[src/rtl/pc_source_controller_if.sv]
// Fetch-side bundle between the PC-select controller and the pipeline datapath.
// The controller takes the slave view; the datapath, which supplies the mux output, takes the master view.
interface pc_source_controller_if #(
  parameter int ADDR_WIDTH = 32
);
  logic                  branch_taken;
  logic [ADDR_WIDTH-1:0] branch_target;
  logic                  mult_busy;
  logic                  hazard_stall;
  logic [ADDR_WIDTH-1:0] next_pc;
  logic [ADDR_WIDTH-1:0] pc;
  logic [ADDR_WIDTH-1:0] pc_plus_step;
  logic [ADDR_WIDTH-1:0] mux_target;
  logic                  pc_source;
  logic                  pc_write;
  logic                  if_id_flush;
  logic                  id_ex_flush;
  logic                  misalign;
  logic [15:0]           redirect_count;

  modport master (
    output branch_taken, branch_target, mult_busy, hazard_stall, next_pc,
    input  pc, pc_plus_step, mux_target, pc_source, pc_write,
           if_id_flush, id_ex_flush, misalign, redirect_count
  );

  modport slave (
    input  branch_taken, branch_target, mult_busy, hazard_stall, next_pc,
    output pc, pc_plus_step, mux_target, pc_source, pc_write,
           if_id_flush, id_ex_flush, misalign, redirect_count
  );
endinterface

[src/rtl/pc_source_controller.sv]
// PC register plus mux-select sequencer that holds a taken branch across multiplier/load-use stalls.
// Latency: unstalled redirect lands on pc at the next edge; a stalled redirect fires in the first unstalled cycle.
module pc_source_controller #(
  parameter int                    ADDR_WIDTH   = 32,
  parameter logic [ADDR_WIDTH-1:0] RESET_VECTOR = '0,
  parameter int                    PC_STEP      = 4
) (
  input logic                   clk,
  input logic                   reset,
  pc_source_controller_if.slave bus
);

  localparam logic [ADDR_WIDTH-1:0] STEP = ADDR_WIDTH'(PC_STEP);

  typedef enum logic {RUN, PENDING} state_t;

  state_t                state, state_nxt;
  logic [ADDR_WIDTH-1:0] pc;
  logic [ADDR_WIDTH-1:0] pend_target;
  logic                  pend_misalign;
  logic                  misalign;
  logic [15:0]           redirect_count;

  logic                  stall;
  logic                  fire;
  logic                  fire_misalign;
  logic                  latch_pend;
  logic                  pc_source;
  logic                  flush;
  logic                  pc_write;
  logic [ADDR_WIDTH-1:0] mux_target;
  logic [ADDR_WIDTH-1:0] aligned_target;
  logic                  target_misaligned;

  assign stall             = bus.mult_busy | bus.hazard_stall;
  assign aligned_target    = {bus.branch_target[ADDR_WIDTH-1:2], 2'b00};
  assign target_misaligned = |bus.branch_target[1:0];

  always_comb begin
    state_nxt     = state;
    mux_target    = aligned_target;
    pc_source     = 1'b0;
    flush         = 1'b0;
    fire          = 1'b0;
    fire_misalign = 1'b0;
    latch_pend    = 1'b0;
    pc_write      = ~stall;

    case (state)
      RUN: begin
        if (bus.branch_taken && !stall) begin
          pc_source     = 1'b1;
          flush         = 1'b1;
          fire          = 1'b1;
          fire_misalign = target_misaligned;
        end else if (bus.branch_taken && stall) begin
          latch_pend = 1'b1;
          state_nxt  = PENDING;
        end
      end
      PENDING: begin
        // The older, stalled branch owns the redirect; anything arriving now is wrong-path.
        mux_target = pend_target;
        if (!stall) begin
          pc_source     = 1'b1;
          flush         = 1'b1;
          fire          = 1'b1;
          fire_misalign = pend_misalign;
          state_nxt     = RUN;
        end
      end
      default: state_nxt = RUN;
    endcase

    if (reset) begin
      pc_source  = 1'b0;
      flush      = 1'b0;
      pc_write   = 1'b0;
      fire       = 1'b0;
      latch_pend = 1'b0;
      state_nxt  = RUN;
    end
  end

  always_ff @(posedge clk) begin
    if (reset) begin
      state          <= RUN;
      pc             <= RESET_VECTOR;
      pend_target    <= '0;
      pend_misalign  <= 1'b0;
      misalign       <= 1'b0;
      redirect_count <= '0;
    end else begin
      state <= state_nxt;
      if (pc_write) pc <= bus.next_pc;
      if (latch_pend) begin
        pend_target   <= aligned_target;
        pend_misalign <= target_misaligned;
      end
      if (fire) begin
        if (fire_misalign) misalign <= 1'b1;
        if (redirect_count != 16'hFFFF) redirect_count <= redirect_count + 16'd1;
      end
    end
  end

  assign bus.pc             = pc;
  assign bus.pc_plus_step   = pc + STEP;
  assign bus.mux_target     = mux_target;
  assign bus.pc_source      = pc_source;
  assign bus.pc_write       = pc_write;
  assign bus.if_id_flush    = flush;
  assign bus.id_ex_flush    = flush;
  assign bus.misalign       = misalign;
  assign bus.redirect_count = redirect_count;

endmodule

[src/flat_wrapper.sv]
// flat-port wrapper written by rule: the top's interface ports become plain ports
module pc_source_controller_flat 
#(
  parameter int                    ADDR_WIDTH   = 32,
  parameter logic [ADDR_WIDTH-1:0] RESET_VECTOR = '0,
  parameter int                    PC_STEP      = 4
)
  (clk, reset, bus_branch_taken, bus_branch_target, bus_mult_busy, bus_hazard_stall, bus_next_pc, bus_pc, bus_pc_plus_step, bus_mux_target, bus_pc_source, bus_pc_write, bus_if_id_flush, bus_id_ex_flush, bus_misalign, bus_redirect_count);
  pc_source_controller_if #(.ADDR_WIDTH(ADDR_WIDTH)) bus_i ();
  input logic clk;
  input logic reset;
  input wire logic [$bits(bus_i.branch_taken)-1:0] bus_branch_taken;
  input wire logic [$bits(bus_i.branch_target)-1:0] bus_branch_target;
  input wire logic [$bits(bus_i.mult_busy)-1:0] bus_mult_busy;
  input wire logic [$bits(bus_i.hazard_stall)-1:0] bus_hazard_stall;
  input wire logic [$bits(bus_i.next_pc)-1:0] bus_next_pc;
  output wire logic [$bits(bus_i.pc)-1:0] bus_pc;
  output wire logic [$bits(bus_i.pc_plus_step)-1:0] bus_pc_plus_step;
  output wire logic [$bits(bus_i.mux_target)-1:0] bus_mux_target;
  output wire logic [$bits(bus_i.pc_source)-1:0] bus_pc_source;
  output wire logic [$bits(bus_i.pc_write)-1:0] bus_pc_write;
  output wire logic [$bits(bus_i.if_id_flush)-1:0] bus_if_id_flush;
  output wire logic [$bits(bus_i.id_ex_flush)-1:0] bus_id_ex_flush;
  output wire logic [$bits(bus_i.misalign)-1:0] bus_misalign;
  output wire logic [$bits(bus_i.redirect_count)-1:0] bus_redirect_count;
  assign bus_i.branch_taken = bus_branch_taken;
  assign bus_i.branch_target = bus_branch_target;
  assign bus_i.mult_busy = bus_mult_busy;
  assign bus_i.hazard_stall = bus_hazard_stall;
  assign bus_i.next_pc = bus_next_pc;
  assign bus_pc = bus_i.pc;
  assign bus_pc_plus_step = bus_i.pc_plus_step;
  assign bus_mux_target = bus_i.mux_target;
  assign bus_pc_source = bus_i.pc_source;
  assign bus_pc_write = bus_i.pc_write;
  assign bus_if_id_flush = bus_i.if_id_flush;
  assign bus_id_ex_flush = bus_i.id_ex_flush;
  assign bus_misalign = bus_i.misalign;
  assign bus_redirect_count = bus_i.redirect_count;
  pc_source_controller #(.ADDR_WIDTH(ADDR_WIDTH), .RESET_VECTOR(RESET_VECTOR), .PC_STEP(PC_STEP)) u_core (.clk(clk), .reset(reset), .bus(bus_i));
endmodule
[config.mk]
export PLATFORM = sky130hd
export DESIGN_NAME = pc_source_controller_flat
export DESIGN_NICKNAME = d
export VERILOG_FILES = /design/src/rtl/pc_source_controller_if.sv /design/src/rtl/pc_source_controller.sv /design/src/flat_wrapper.sv
export SDC_FILE = /design/constraint.sdc
export NUM_CORES = 1
export LEC_CHECK = 0
export BUFFER_PORTS_ARGS = -buffer_cell sky130_fd_sc_hd__buf_2
export CAP_MARGIN = 5
export CORE_UTILIZATION = 46
export DETAILED_ROUTE_END_ITERATION = 10
export PLACE_DENSITY_LB_ADDON = 0.3
export SLEW_MARGIN = 20
export SYNTH_ARGS = -nofsm -noshare
export SYNTH_HDL_FRONTEND = slang
export SYNTH_SLANG_ARGS = --single-unit
export TNS_END_PERCENT = 1
[constraint.sdc]
create_clock -name clk -period 2.4 [get_ports clk]
set_input_delay 0.36 -clock clk [delete_from_list [all_inputs] [get_ports clk]]
set_output_delay 0.36 -clock clk [all_outputs]
set_load 0.1 [all_outputs]
==> impl_results.md, run 1 <==
- I/O Pins: 186
- EDFF count, synth: 0
- Primary FF master, synth: dfxtp_1
- Flop2flop setup slack: approximately 0.46 ns
- Initial Util: 0.474
- Vias in the first global route: 3,846
- Fill cells: 499
- 1st-iter DRT viols: 151
- #FFs+latches synth: 81
- Slew HR: 0.453
- First-pass GRT wire length: between 15,000 and 20,000 µm
- Max-cap violations: 0
- Multi-input gate area: 2570 µm²
- GP Congestion: 0.866
- GRT Util Overall: 0.274
- Maximum VDD drop: 468 µV
- PortBufs: 183
- Final worst-path cycle share: 1.02
- Share of post-route cells with drive strength above 1: 0.515
- Slew Limit Fails: 0
- Remaining DRCs: 0
- Worst clock skew: 0.00989 ns
- Slack of the critical path: -0.0527 ns
- Worst Path Required: ~2.0 ns
- Avg Synthesized Cell Area: 9.00 µm²
- First-pass detailed-route iteration total: 4
- Final setup vio count: 3
- Setup TNS: -0.127 ns
- Post-layout nets: 685
- Sequential fraction of the synthesis area: 0.418
- DR vias/cell: 5.64
- Wirelength, routed: between 10,000 and 15,000 µm
- Row cnt: 33
- Die Wd: 93.8 µm
- Via Count: 4,082
- Final Instance Area: approximately 6500 µm²
- Count of cell types in the netlist: 40
- Hold Slack: 0.232 ns
- Synth warn: 0
- Pin count of the biggest net entering global routing: 42
- Congestion Overflow GR: 0
- Die H: roughly 94 µm
- Worst-case clock buffer depth: 2
- Crit path arrival time: 2.09 ns
- Critical path class: reg -> out
- Commonest non-fill, non-tap cell in the layout: buf_2
- Die ar.: 8800 µm²
- Clock sinks: 81
- Lkg Pwr: 2.82 nW
- Status: finished, violations left
- CTS tree: done
- Setup crit end kind: output port
- Dpl cell area: 6140 µm²
- Clock period minus worst slack: 2.45 ns
- Power density cells: 589 nW/µm²
- Cells after Synth: 431
- Worst-Margin Slew: roughly 0.8 ns
- RSZ-0062 raised after global routing: true
- Hold WC Path Type: in -> reg
- Critical path startpoint category: register
- H-tree depth: 3
- Most frequent cells in the layout: 126 x buf_2, 70 x nand2_1, 53 x buf_12, 53 x dfxtp_1, 40 x a21oi_1
- Reg area: 1690 µm²
- DR WL/cell: 16.9 µm
- Antenna violations before repair: 0
- Endpoints failing hold: 0
- Worst-skew pair later-pin latency: 0.34 ns
- Top fanout value on the critical path: 6
- Total chip power: 3.82 mW
- Ant. Diodes: 0
- Clock buffer count from CTS: 9
- Max frequency: between 0.4 and 0.5 GHz
- Clock root buffer master: clkbuf_8
- Mapped Area: 3880 µm²
- Final HPWL DP: 8670 µm
- Failing checks: setup timing
- Post-route ant nets: 0
- Syn-to-layout area delta: 67.4%
- Clock-pin slew on the worst setup and hold paths: 0.09 ns
- Async set-or-reset flop fraction in the synthesized netlist: 0
- Core area: 8180 µm²
[critical path, stage by stage, from the launching register on]
cell and delay [ns]:
dfxtp_4 0.38, nand4_1 0.23, nor4_4 0.31, buf_4 0.20, nand4_1 0.21, xnor2_4 0.24, buf_12 0.19
[cell usage after synthesis (4+ instances only)]
master / count / area, µm²
dfxtp_1: 81 / 1620
nand2_1: 71 / 267
a21oi_1: 40 / 200
a22o_1: 32 / 280
mux2_2: 30 / 338
xnor2_1: 24 / 210
nand3_1: 20 / 100
clkbuf_1: 19 / 71.3
nand4_1: 15 / 93.8
and4_1: 10 / 87.6
nor2_1: 8 / 30.0
and3_1: 7 / 43.8
buf_4: 7 / 52.6
buf_2: 6 / 30.0
o21ai_0: 6 / 30.0
o311ai_0: 6 / 52.6
o41ai_1: 6 / 52.6
or3_1: 5 / 31.3
inv_1: 4 / 15.0
o31ai_1: 4 / 30.0
xor2_1: 4 / 35.0
[sequential cells by signal, indices dropped and copies added, names as in the netlist]
name and count:
u_core.pend_target 30, u_core.state 1, u_core.bus.pc 32, u_core.bus.misalign 1, u_core.bus.redirect_count 16, u_core.pend_misalign 1
[where the power goes]
| part | switching (mW) | internal (mW) |
|---|---|---|
| logic | 0.951 | 0.425 |
| clock network | 0.482 | 0.508 |
| registers | 0.0686 | 1.39 |
| total | 1.50 | 2.32 |
[area by class of cell]
cell class | instances | area share
clock buffers | 11 | 0.0218
clock inverters | 5 | 0.00809
inverters | 4 | 0.00231
multi-input cells | 313 | 0.396
flip-flops and latches | 81 | 0.261
well taps | 105 | 0.0202
repair buffers | 205 | 0.291
[logic make-up after synthesis]
group,after synthesis,synth area share
compound gates,102,0.183
xor+xnor,28,0.0632
fa+ha+maj,2,0.00645
buf+inv,38,0.0455
flops,81,0.418
mux,30,0.0871
other cells,1,0.000967
simple gates,149,0.195
[repair_timing]
item                                   in CTS  in global routing
pin swaps                                   8                  8
cloned                                      0                  0
setup buffers                              10                  2
gates resized for setup                     9                 11
endpoints found under the hold margin       0                  0
setup endpoints to repair                  13                 16
hold buffers                                0                  0
[through the flow]
stage / util / worst slack (ns) / instances
floorplan: - / -0.217 / 432
global placement: 0.751 / 0.314 / 696
detailed placement: 0.751 / 0.275 / 696
CTS: 0.788 / -0.0476 / 722
global route: 0.794 / -0.144 / 724
finish: 0.794 / -0.0527 / 724
[path summary, 6_finish.rpt]
kind                                                   start  cells past startpoint                      endpoint
worst max register to register  u_core.bus.redirect_count[0]                      6  u_core.bus.redirect_count[9]
worst min register to register        u_core.pend_target[19]                      2        u_core.pend_target[19]
worst min-delay path                         bus_next_pc[22]                      2             u_core.bus.pc[22]
worst max-delay path                       u_core.bus.pc[10]                      6          bus_pc_plus_step[22]
[per-layer routing]
metal | GRT usage | part of all wire
met1 | 0.334 | 0.40
met2 | 0.474 | 0.50
met3 | 0.0672 | 0.081
met4 | 0.0859 | 0.017
met5 | 0 | 0
No activity file was read; power rests on OpenSTA's default activity.
==> run 2, diff against run 1 <==
==> constraint.sdc (replaced) <==
create_clock -name clk -period 2.4 [get_ports clk]
set_input_delay 0.12 -clock clk [delete_from_list [all_inputs] [get_ports clk]]
set_output_delay 0.12 -clock clk [all_outputs]
set_load 0.1 [all_outputs]
==> run 2 against run 1 <==
  * The flow now finishes without violations
  * Clock power decreased by 6.5%
  * Via count grew 1.6%
  * First-iteration DRC count rose by 7.3%
  * Fmax grew 7.0%
  * Final area decreased by 2.4%
  * Sequential cell count stayed put
  * Routed wire length fell by 1.0%
  * Critical path type unchanged
  * Critical endpoint unchanged
==> impl_results.md, run 2 (synthesis gave the netlist of run 1 again) <==
- Worst-Margin Slew: 0.785 ns (was 0.820 ns)
- Clock-pin slew on the worst setup and hold paths: 0.09 ns (about the same)
- Syn-to-layout area delta: 63.3% (was 67.4%)
- Critical path class: reg -> out (unchanged)
- Endpoints failing hold: 0 (unchanged)
- Largest regs: u_core.bus.pc (32), u_core.pend_target (30), u_core.bus.redirect_count (16) (unchanged)
- Clock buffer count from CTS: 9 (unchanged)
- Remaining DRCs: 0 (unchanged)
- Worst-skew pair later-pin latency: 0.36 ns (was 0.34 ns)
- Most frequent cells in the layout: 157 x buf_2, 71 x nand2_1, 56 x dfxtp_1 (was 126 x buf_2, 70 x nand2_1, 53 x buf_12, 53 x dfxtp_1, 40 x a21oi_1)
- GRT Util Overall: 0.272 (was 0.274)
- Clock root buffer master: clkbuf_8 (unchanged)
- Ant. Diodes: 0 (unchanged)
- Antenna violations before repair: 0 (unchanged)
- DR vias/cell: 5.46 (was 5.64)
- Die Wd: 93.8 µm (unchanged)
- DR WL/cell: 15.9 µm (was 16.9 µm)
- Core area: 8180 µm² (unchanged)
- Power density cells: 577 nW/µm² (was 589 nW/µm²)
- 1st-iter DRT viols: 162 (was 151)
- Congestion Overflow GR: 0 (unchanged)
- Vias in the first global route: 4,091 (was 3,846)
- Final setup vio count: 0 (was 3)
- RSZ-0062 raised after global routing: true (unchanged)
- Max-cap violations: 0 (unchanged)
- CTS tree: done (unchanged)
- Wirelength, routed: 12,100 µm (was 12,200 µm)
- Post-layout nets: 721 (was 685)
- Die ar.: 8800 µm² (unchanged)
- Finished Core Util: 0.775 (was 0.794)
- I/O Pins: 186 (unchanged)
- Lkg Pwr: 2.78 nW (was 2.82 nW)
- Via Count: 4,148 (was 4,082)
- Max reg flops: 32 (unchanged)
- Row cnt: 33 (unchanged)
- Clock sinks: 81 (unchanged)
- Initial Util: 0.474 (unchanged)
- Final worst-path cycle share: 0.955 (was 1.02)
- Reg-to-reg critical path startpoint: u_core.state (was u_core.bus.redirect_count[0])
- Reg area: 1680 µm² (was 1690 µm²)
- Top fanout value on the critical path: 5 (was 6)
- Share of post-route cells with drive strength above 1: 0.455 (was 0.515)
- Largest register by flop count: u_core.bus.pc (unchanged)
- CP startpoint: u_core.bus.pc[15] (was u_core.bus.pc[10])
- Hold wc startpoint: bus_branch_target[3] (was bus_next_pc[22])
- First-pass detailed-route iteration total: 4 (unchanged)
- PortBufs: 183 (unchanged)
- First-pass GRT wire length: 19,000 µm (was 19,100 µm)
- Critical path startpoint category: register (unchanged)
- Hold WC Path Type: in -> reg (unchanged)
- H-tree depth: 3 (unchanged)
- Maximum VDD drop: 397 µV (was 468 µV)
- Die H: 93.8 µm (unchanged)
- Max frequency: 0.436 GHz (was 0.408 GHz)
- Worst-case clock buffer depth: 2 (unchanged)
- Worst Path Required: 2.28 ns (was 2.04 ns)
- Multi-input gate area: 2500 µm² (was 2570 µm²)
- Commonest non-fill, non-tap cell in the layout: buf_2 (unchanged)
- Final HPWL DP: 8190 µm (was 8670 µm)
- Slew Limit Fails: 0 (unchanged)
- GP Congestion: 0.845 (was 0.866)
- Slew HR: 0.476 (was 0.453)
- Fill cells: 553 (was 499)
- Crit path arrival time: 2.17 ns (was 2.09 ns)
- Pin count of the biggest net entering global routing: 45 (was 42)
- Post-route ant nets: 0 (unchanged)
- Clock period minus worst slack: 2.29 ns (was 2.45 ns)
- Worst clock skew: 0.00969 ns (was 0.00989 ns)
- Setup crit end kind: output port (unchanged)
- Hold Slack: 0.0102 ns (was 0.232 ns)
- Status: complete, no violations (was finished, violations left)
==> run 2: cell count changes in the layout (fill, tap and decap cells not counted), sizes merged <==
cell	delta
dlygate4sd3	+45
buf	-11
clkinvlp	+3
clkbuf	+2
bufinv	-1
clkinv	-1
inv	-1
==> run 2: metrics by stage <==
stage | cell area [µm²] | setup slack (ns) | TNS (ns) | total power, mW | cells
finish | 6330 | 0.108 | 0 | 3.66 | 760
global route | 6330 | -0.0259 | -0.0259 | 3.77 | 760
CTS | 6320 | 0.0423 | 0 | 3.67 | 760
detailed placement | 5670 | 0.178 | 0 | 2.70 | 696
floorplan | 4340 | -0.170 | -1.22 | 2.43 | 432
global placement | 5670 | 0.288 | 0 | 2.68 | 696
==> run 2: final timing paths <==
check	endpoint	slack [ns]	depth (start not counted)
setup / recovery	bus_pc_plus_step[22]	0.11	6
hold reg to reg	u_core.pend_target[21]	0.46	2
hold / removal	u_core.pend_target[3]	0.01	3
setup reg to reg	u_core.bus.redirect_count[13]	0.40	4
==> run 2: cell type report <==
type	count	share of cell area
Inverter	4	0.00237
Timing Repair Buffer	241	0.289
Tap cell	105	0.0207
Clock inverter	5	0.00632
Clock buffer	11	0.0223
Multi-Input combinational cell	313	0.395
Sequential cell	81	0.264
==> run 2: where the power goes <==
group	switching, mW	internal (mW)
Sequential	0.0676	1.39
Combinational	0.931	0.340
Clock	0.516	0.410
==> run 2: critical path, stage by stage (launching register included) <==
cell and delay (ns):
dfxtp_2 0.43, nand4_1 0.19, nor4_4 0.37, buf_4 0.20, nand4_1 0.21, xnor2_4 0.22, buf_12 0.19
==> run 2: what timing repair did <==
item	4_1_cts	5_1_grt
resized for setup	0	4
setup buffers	3	0
setup endpoints to repair	5	7
hold buffers	45	0
gates cloned	0	0
pin swaps	1	0
hold endpoints to repair	45	0
==> run 2: layer usage <==
layer  global-route usage  share of wire
met1                0.308           0.40
met2                0.496           0.51
met3               0.0550          0.067
met4                0.104          0.018
met5                    0              0
